**config.mk**
```make
export PLATFORM = sky130hd
export DESIGN_NAME = reg_file_mp_flat
export DESIGN_NICKNAME = d
export VERILOG_FILES = /design/src/rtl/reg_file_if.sv /design/src/rtl/reg_file_mp.sv /design/src/flat_wrapper.sv
export SDC_FILE = /design/constraint.sdc
export NUM_CORES = 2
export LEC_CHECK = 0
export BUFFER_PORTS_ARGS = -buffer_cell sky130_fd_sc_hd__buf_2
export CORE_MARGIN = 4
export CORE_UTILIZATION = 30
export CTS_CLUSTER_SIZE = 10
export DETAILED_ROUTE_END_ITERATION = 12
export PLACE_DENSITY = 0.5
export REMOVE_ABC_BUFFERS = 1
export SLEW_MARGIN = 20
export SYNTH_ARGS = -nofsm -noshare
export SYNTH_HDL_FRONTEND = slang
export SYNTH_SLANG_ARGS = --single-unit
```
**constraint.sdc**
```tcl
create_clock -name clk -period 3.77 [get_ports clk]
set_clock_uncertainty 0.1 [all_clocks]
set_input_delay 0.5655 -clock clk [delete_from_list [all_inputs] [get_ports clk]]
set_output_delay 0.5655 -clock clk [all_outputs]
set_load 0.01 [all_outputs]
```
**src/rtl/reg_file_if.sv**
```systemverilog
// Bus bundle for the multi-ported register file.
//   master : drives write ports, scoreboard set and read addresses;
//            receives read data, busy flags and ready.
//   slave  : the register file itself.
// Member names match the register file's port list so callers see the
// usual wr0_*/wr1_*/rd_*/sb_set_*/ready names.
interface reg_file_if #(
    parameter int XLEN = 32,
    parameter int NREG = 32,
    parameter int NRP  = 2
);
    localparam int AW = $clog2(NREG);

    logic                wr0_en;
    logic [AW-1:0]       wr0_addr;
    logic [XLEN-1:0]     wr0_data;
    logic                wr1_en;
    logic [AW-1:0]       wr1_addr;
    logic [XLEN-1:0]     wr1_data;
    logic [NRP*AW-1:0]   rd_addr;
    logic [NRP*XLEN-1:0] rd_data;
    logic [NRP-1:0]      rd_busy;
    logic                sb_set_en;
    logic [AW-1:0]       sb_set_addr;
    logic                ready;

    modport master (
        output wr0_en, wr0_addr, wr0_data,
        output wr1_en, wr1_addr, wr1_data,
        output rd_addr, sb_set_en, sb_set_addr,
        input  rd_data, rd_busy, ready
    );

    modport slave (
        input  wr0_en, wr0_addr, wr0_data,
        input  wr1_en, wr1_addr, wr1_data,
        input  rd_addr, sb_set_en, sb_set_addr,
        output rd_data, rd_busy, ready
    );
endinterface

```
**src/rtl/reg_file_mp.sv**
```systemverilog
// Multi-ported register file with a pending-write scoreboard.
//   clk   : rising-edge clock
//   rst_n : synchronous active-low reset
//   bus   : reg_file_if.slave
//           two write ports (wr1 has priority), NRP combinational read
//           ports with same-cycle write forwarding, per-port busy flag,
//           scoreboard set port, ready flag.
// After reset the block sweeps every register (data and busy bit) to zero,
// one per cycle, then enters RUN and raises ready. Register 0 is hardwired
// to read zero and is never busy.
module reg_file_mp #(
    parameter int XLEN = 32,
    parameter int NREG = 32,
    parameter int NRP  = 2
) (
    input logic      clk,
    input logic      rst_n,
    reg_file_if.slave bus
);
    localparam int AW = $clog2(NREG);

    typedef enum logic {ST_INIT, ST_RUN} state_e;

    state_e          state_q;
    logic [AW-1:0]   cnt_q;
    logic            ready_q;
    logic [XLEN-1:0] mem_q [NREG];
    logic [NREG-1:0] busy_q;
    logic [NREG-1:0] busy_d;

    // Outputs are forced quiet while reset is held, even before the edge
    // that moves the FSM back to INIT.
    logic run;
    assign run = (state_q == ST_RUN) && rst_n;

    // Scoreboard next state: writes retire producers, then a new issue on
    // the same address overrides the retire.
    // NOTE: every always_comb output gets a default first, so no path can
    // leave it unassigned and infer a latch.
    always_comb begin
        busy_d = busy_q;
        if (bus.wr0_en) busy_d[bus.wr0_addr] = 1'b0;
        if (bus.wr1_en) busy_d[bus.wr1_addr] = 1'b0;
        if (bus.sb_set_en && bus.sb_set_addr != '0) busy_d[bus.sb_set_addr] = 1'b1;
        busy_d[0] = 1'b0;
    end

    // NOTE: sequential state uses non-blocking assignments only, so every
    // register samples pre-edge values regardless of statement order.
    // NOTE: the data array has no reset term; the INIT sweep clears it one
    // entry per cycle, which keeps the array mappable onto plain RAM.
    always_ff @(posedge clk) begin
        if (!rst_n) begin
            state_q <= ST_INIT;
            cnt_q   <= '0;
            ready_q <= 1'b0;
        end else begin
            case (state_q)
                ST_INIT: begin
                    mem_q[cnt_q]  <= '0;
                    busy_q[cnt_q] <= 1'b0;
                    // Counter stops at NREG-1 instead of wrapping.
                    if (cnt_q == AW'(NREG - 1)) begin
                        state_q <= ST_RUN;
                        ready_q <= 1'b1;
                    end else begin
                        cnt_q <= cnt_q + 1'b1;
                    end
                end
                ST_RUN: begin
                    // wr1 is assigned last so it wins on an address collision.
                    if (bus.wr0_en && bus.wr0_addr != '0) mem_q[bus.wr0_addr] <= bus.wr0_data;
                    if (bus.wr1_en && bus.wr1_addr != '0) mem_q[bus.wr1_addr] <= bus.wr1_data;
                    busy_q <= busy_d;
                end
                default: begin
                    state_q <= ST_INIT;
                end
            endcase
        end
    end

    assign bus.ready = ready_q && rst_n;

    // Read ports: combinational, forwarding same-cycle write data (wr1 first).
    logic [AW-1:0]       ra [NRP];
    logic [NRP*XLEN-1:0] rd_data_c;
    logic [NRP-1:0]      rd_busy_c;

    always_comb begin
        for (int k = 0; k < NRP; k++) ra[k] = bus.rd_addr[k*AW +: AW];
    end

    always_comb begin
        rd_data_c = '0;
        rd_busy_c = '0;
        for (int k = 0; k < NRP; k++) begin
            if (run && ra[k] != '0) begin
                if (bus.wr1_en && bus.wr1_addr == ra[k]) begin
                    rd_data_c[k*XLEN +: XLEN] = bus.wr1_data;
                end else if (bus.wr0_en && bus.wr0_addr == ra[k]) begin
                    rd_data_c[k*XLEN +: XLEN] = bus.wr0_data;
                end else begin
                    rd_data_c[k*XLEN +: XLEN] = mem_q[ra[k]];
                end
                // A forwarded value is valid, so an in-flight write hides busy.
                rd_busy_c[k] = busy_q[ra[k]]
                             && !(bus.wr0_en && bus.wr0_addr == ra[k])
                             && !(bus.wr1_en && bus.wr1_addr == ra[k]);
            end
        end
    end

    assign bus.rd_data = rd_data_c;
    assign bus.rd_busy = rd_busy_c;

endmodule

```
**src/flat_wrapper.sv**
```systemverilog
// flat-port wrapper written by rule: the top's interface ports become plain ports
module reg_file_mp_flat 
#(
    parameter int XLEN = 32,
    parameter int NREG = 32,
    parameter int NRP  = 2
)
  (clk, rst_n, bus_wr0_en, bus_wr0_addr, bus_wr0_data, bus_wr1_en, bus_wr1_addr, bus_wr1_data, bus_rd_addr, bus_sb_set_en, bus_sb_set_addr, bus_rd_data, bus_rd_busy, bus_ready);
  reg_file_if #(.XLEN(XLEN), .NREG(NREG), .NRP(NRP)) bus_i ();
  input logic clk;
  input logic rst_n;
  input wire logic [$bits(bus_i.wr0_en)-1:0] bus_wr0_en;
  input wire logic [$bits(bus_i.wr0_addr)-1:0] bus_wr0_addr;
  input wire logic [$bits(bus_i.wr0_data)-1:0] bus_wr0_data;
  input wire logic [$bits(bus_i.wr1_en)-1:0] bus_wr1_en;
  input wire logic [$bits(bus_i.wr1_addr)-1:0] bus_wr1_addr;
  input wire logic [$bits(bus_i.wr1_data)-1:0] bus_wr1_data;
  input wire logic [$bits(bus_i.rd_addr)-1:0] bus_rd_addr;
  input wire logic [$bits(bus_i.sb_set_en)-1:0] bus_sb_set_en;
  input wire logic [$bits(bus_i.sb_set_addr)-1:0] bus_sb_set_addr;
  output wire logic [$bits(bus_i.rd_data)-1:0] bus_rd_data;
  output wire logic [$bits(bus_i.rd_busy)-1:0] bus_rd_busy;
  output wire logic [$bits(bus_i.ready)-1:0] bus_ready;
  assign bus_i.wr0_en = bus_wr0_en;
  assign bus_i.wr0_addr = bus_wr0_addr;
  assign bus_i.wr0_data = bus_wr0_data;
  assign bus_i.wr1_en = bus_wr1_en;
  assign bus_i.wr1_addr = bus_wr1_addr;
  assign bus_i.wr1_data = bus_wr1_data;
  assign bus_i.rd_addr = bus_rd_addr;
  assign bus_i.sb_set_en = bus_sb_set_en;
  assign bus_i.sb_set_addr = bus_sb_set_addr;
  assign bus_rd_data = bus_i.rd_data;
  assign bus_rd_busy = bus_i.rd_busy;
  assign bus_ready = bus_i.ready;
  reg_file_mp #(.XLEN(XLEN), .NREG(NREG), .NRP(NRP)) u_core (.clk(clk), .rst_n(rst_n), .bus(bus_i));
endmodule
```
# == After elaboration in Yosys (flattened, before gate mapping) ==
# Memories as Yosys holds them, arrays and structs flattened.
# Index checks and enable logic that the tools add are counted.
# word_totals
regBits,39
mem_bits_rw,1024
out_inout_bits,67
elab_cells,101
memories,1
# classes
n_addsub,1
magnitude_cmp,10
eq_ne,5
muxes,40
bitwise,9
reduce_logical,31
# mem_list
name,words,word_bits,read_ports,rd_ports_with_merged_regs,write_ports,line_no,text
u_core.mem_q,32,32,2,0,2,reg_file_mp.sv:27,logic [XLEN-1:0] mem_q [NREG];
# ops
cell,n
32-bit two-way mux,10
32-bit AND,3
32-bit NOT,3
32-bit case mux with 2 select lines,1
5-bit by 6-bit less-than comparator with 1-bit output (second input constant),6
32-bit bitwise OR,1
32-bit OR reduction,1
5-bit nonzero test,5
1-bit two-way mux,22
1-bit demux with 5-bit select,4
5-bit equality test,4
5-bit by 1-bit >= comparator with 1-bit output (second input constant),4
1-bit logical AND,19
1-bit binary-select mux with 5-bit select,2
5-bit by 1-bit adder with 5-bit output (second input constant),1
5-bit equality test (second input constant),1
5-bit two-way mux,1
1-bit logical NOT,4
2-bit AND reduction,2
1-bit NOT,2

# == Logic depth before layout (Yosys ltp) ==
# logic_depth
depth_word,12
depth_mapped,10
ltp_nobuf,8

# == Worst setup path after synthesis ==
# OpenSTA, ideal clock, no wires.
# synth_path
kind,input port to flip-flop
from,input bus_wr0_addr[2]
to,memory u_core.mem_q[20][0] (enable)
setup_time_ns,0.433
arrival_ns,3.512
t_required_ns,3.237
setup_slack_ns,-0.275
cell_stages,9
n_path_buf,4
cell_sequence,buf_2 > or3_1 > buf_2 > o31a_1 > buf_6 > buf_6 > nor2_1 > nor2_1 > o22ai_1
# synth_lines
element,line_no,text
"start, declared",flat_wrapper.sv:13,input wire logic [$bits(bus_i.wr0_addr)-1:0] bus_wr0_addr;
"end, declared",reg_file_mp.sv:27,

# == Worst setup path after layout ==
# layout_path
from,input bus_rd_addr[5]
to,output bus_rd_data[60]
# layout_via
elab_chain_len,5
word_cells_on_any_way,10
# layout_rtl
element,line_no,text
"start, declared",flat_wrapper.sv:18,input wire logic [$bits(bus_i.rd_addr)-1:0] bus_rd_addr;
"parallel branches: the longest is 4 deep, another holds memory read 32 x 32 bit",n/a,
32-bit two-way mux (*),reg_file_mp.sv:98,if (run && ra[k] != '0) begin
"end, declared",flat_wrapper.sv:21,output wire logic [$bits(bus_i.rd_data)-1:0] bus_rd_data;
# Mark *: on every way between the ends.

==> reports/metrics.sh <==
RUN_STATUS='complete, no violations'
DIEAREA_UM2=217100
FP-ROW-COUNT=167
DP_HPWL_UM=173300
DIE_W_UM=465.9
GRT_MOST_USED_LAYER='met2'
FINAL-MAX-SLEW-VIOLATION-COUNT=0
RELSLEWSLACK_PCT=30.63
FMAXACHIEVABLE_GHz=0.2667
POWER_DENSITY_nW_PER_UM2=373.7
FP.DIEH_UM=465.9
STARTPOINT_TYPE='input port'
POST-ROUTE-DRC-COUNT=0
PEAKVDDDROP_mV=0.4005
GRTUSAGEMET3_PCT=5.951
ASYNC_RESET_FF_SHARE_PCT=0
ENDPOINT_KIND='output pin'
TIMING.CRITICAL_PATH.CELLS='buf_12, buf_16, or4_1, o211ai_1, a211oi_4, buf_6, buf_12, a22oi_2, nand3_2, buf_6, buf_2'
FINAL.FILL_COUNT=20037
DR.PASS1.ITERS=6
GRT_SETUP_UNREPAIRED='no'
YS_SEQ_AREA_SHARE_PCT=50.63
ROUTED-VIA-COUNT=48645
AREA_GROWTH_SYN_TO_LAYOUT_PCT=16.69
DRT.ANTENNA.VIOLATING_NETS=0
RRSETUPSLACK_PS=620
GRT_USE_TOTAL_PCT=24.47
R2R_CELLS=6
VIASPERCELL=5.970
CRITPATHSLOWESTCELL='or4_1'
FINAL_COMMON_CELL='nand2_1'
DRT_ITER0_MARKERS=7144
SYNTH.CELL_AREA_UM2=62910
CTS_INSERTED_BUFFERS=134
POST_ROUTE_CELLS_DRIVE_ABOVE_1_SHARE_PCT=26.33
GP_CONGESTION=0.9074
ARRIVAL_PS=3080
POST-LAYOUT-TOTAL-POWER_mW=27.44
CTS_SINKS=1063
DETAIL_ROUTE.WIRELENGTH_UM=271200
NUMBER_OF_ANTENNA_VIOLATIONS_AT_THE_FIRST_CHECK_IN_GLOBAL_ROUTING=21
SYNTH_ENABLE_FLOP_CELLS=1056
HOLD_VIOL=0
CRIT-REG2REG-CAPTURE='u_core.mem_q[13][23]'
CRITICAL_PATH.MAX_STAGE_DELAY_PS=490
FINAL.HOLD.WORST_SLACK_PS=127.9
NUMBER_OF_REGISTER_BITS_INFERRED_BY_SYNTHESIS=1063
YS_DOMINANT_REG_CELL='edfxtp_1'
HTREE_LEVELS=4
COREAREA_UM2=207900
YOSYS.CELL_TYPES.COUNT=68
CLOCK_TREE.ROOT_CELL='clkbuf_16'
DELAY_HEAVIEST_FAMILY_CP='buffers and inverters'
ROUTED_WIRE_LENGTH_PER_INSTANCE_UM=33.29
REQUIRED_PS=3100
FINAL_UTIL_PCT=35.31
CLK_PIN_SLEW_WORST_PATHS_PS=50
CRIT_CELLS=11
START_UTIL_PCT=30.26
GRT_UTIL_MET1_PCT=32.62
SETUP_VIOL_COUNT_FINAL=0
USE_MET2_PCT=38.31
POWER.LEAKAGE_nW=21.55
BUFFER_PORTS.INSERTED=160
IO_PINS=161
WORST_HOLD_PATH.NUM_CELLS=2
PATH_BUF_INV=6
MAX_CAP_VIOL_COUNT=0
CTS_HOLD_REPAIR.BUFFERS=0
SYNTH_WARNINGS=0
WORST_SETUP_PATH_ENDPOINT='bus_rd_data[60]'
FINALWORSTPATHREQUIREDPERIOD_PS=3749
WORST_SKEW_PAIR.LATE_LATENCY_PS=800
POSTSYNTHCELLCOUNT=5281
SYN_AREA_PER_CELL_UM2=11.91
NUMBER_OF_GLOBAL_ROUTE_VIAS_BEFORE_REPAIR=47059
CTS-ROOT-TO-SINK-BUFFERS=3
PATH_MAX_FANOUT=21
PATH_CLASS='input port to output pin'
WORST_PIN_SLEW_PS=1041
MIN_PERIOD_OVER_PERIOD_PCT=99.44
LARGEST_NET_DEGREE_AT_THE_START_OF_GLOBAL_ROUTING=58
GRT_FIRST_PASS_WIRELENGTH_UM=376400
CRIT_START='bus_rd_addr[5]'
MOST_FREQUENT_CELLS_IN_THE_LAYOUT='nand2_1 (1062), edfxtp_1 (1056), o21ai_0 (1032)'
GLOBALROUTE.TOTALOVERFLOW=0
WORST_FLOP_TO_FLOP_PATH_STARTPOINT='u_core.state_q'
NNETSFINAL=5381
HOLD_PATH_CLASS='input port to flop'
TRITONCTS='yes'
## sequential cells by signal (all words and copies together), names as in the netlist
name / count
u_core.mem_q: 1024
u_core.busy_q: 32
u_core.cnt_q: 5
u_core.ready_q: 1
u_core.state_q: 1
## what timing repair did
item                                    CTS  global route
endpoints found under the setup margin   33            14
setup buffers                             2             7
pin swaps                                 1             4
resized for setup                        10            10
endpoints found under the hold margin     0             0
## area by class of cell
class	count	area, um^2	area share (%)
sequential	1063	31850	43.39
multi-input combinational	3500	28590	38.95
timing repair buffer	540	5361	7.303
clock buffer	166	3537	4.818
tap	2788	3488	4.752
clock inverter	39	390.4	0.5318
inverter	43	166.4	0.2267
antenna	9	22.52	0.03068
## synthesized netlist by cell type (all sizes together), types with 10 or more instances
cell / number / area [um^2]
buf: 244 / 1366
nand4: 94 / 588.1
a32oi: 33 / 289.0
nand2b: 11 / 68.82
nor2b: 19 / 118.9
o21ai: 1084 / 5425
xor2: 13 / 113.9
xnor2: 10 / 87.58
nand2: 1084 / 4119
edfxtp: 1056 / 31710
inv: 41 / 153.9
nor2: 67 / 289.0
clkbuf: 431 / 1713
mux4: 577 / 12990
nand3b: 11 / 82.58
o21bai: 13 / 97.59
o22ai: 58 / 362.9
mux2i: 82 / 820.8
and2: 11 / 68.82
a32o: 12 / 120.1
a22oi: 94 / 719.4
nand3: 111 / 555.5
a21oi: 23 / 115.1
## power by group
part           leakage [nW]  total (mW)  internal [mW]  switching, mW
Combinational          11.4        2.31          0.921           1.39
Sequential             8.29        13.0           12.9         0.0614
Clock                  1.89        12.1           6.77           5.36
## logic make-up after synthesis
| group | share of synthesized area [%] |
|---|---|
| AND/OR/NAND/NOR | 9.783 |
| XOR/XNOR | 0.3202 |
| adder cells (fa/ha/maj) | 0.09945 |
| flip-flops | 50.63 |
| multiplexers | 22.07 |
| AO/OA/AOI/OAI | 11.95 |
| buffers and inverters | 5.151 |
## worst register-to-register path, cell delays in order (launching register included)
cell and delay [ps]:
dfxtp_1 360, buf_4 310, nor2b_1 450, a32oi_1 200, buf_4 270, o22ai_4 810
buf_12 310
## stage by stage
| step | TNS [ps] | setup slack [ps] | cells | instance area [um^2] |
|---|---|---|---|---|
| finish | 0 | 20.96 | 8148 | 73410 |
| global route | 0 | 3.458 | 8141 | 73390 |
| CTS | 0 | 3.396 | 8132 | 73280 |
| detailed placement | -469.3 | -233.8 | 7925 | 69300 |
| global placement | -841.9 | -287.6 | 7925 | 69300 |
| floorplan | -891970 | -3285 | 4606 | 59830 |
## how the worst min path moves through the flow
stage,endpoint,from
2_1_floorplan,u_core.cnt_q[1],u_core.cnt_q[1]
3_5_place_dp,u_core.ready_q,u_core.ready_q
3_3_place_gp,u_core.ready_q,u_core.ready_q
4_1_cts,u_core.busy_q[2],bus_sb_set_addr[1]
6_report,u_core.busy_q[2],bus_sb_set_addr[1]
5_1_grt,u_core.busy_q[2],bus_sb_set_addr[1]
## per-layer routing
layer  up-vias  share of wire [%]
li1      20287                  -
met1     24680                 39
met2      3104                 46
met3       566                 10
met4         8                4.5
met5         -              0.020
No activity file was read; power rests on OpenSTA's default activity.
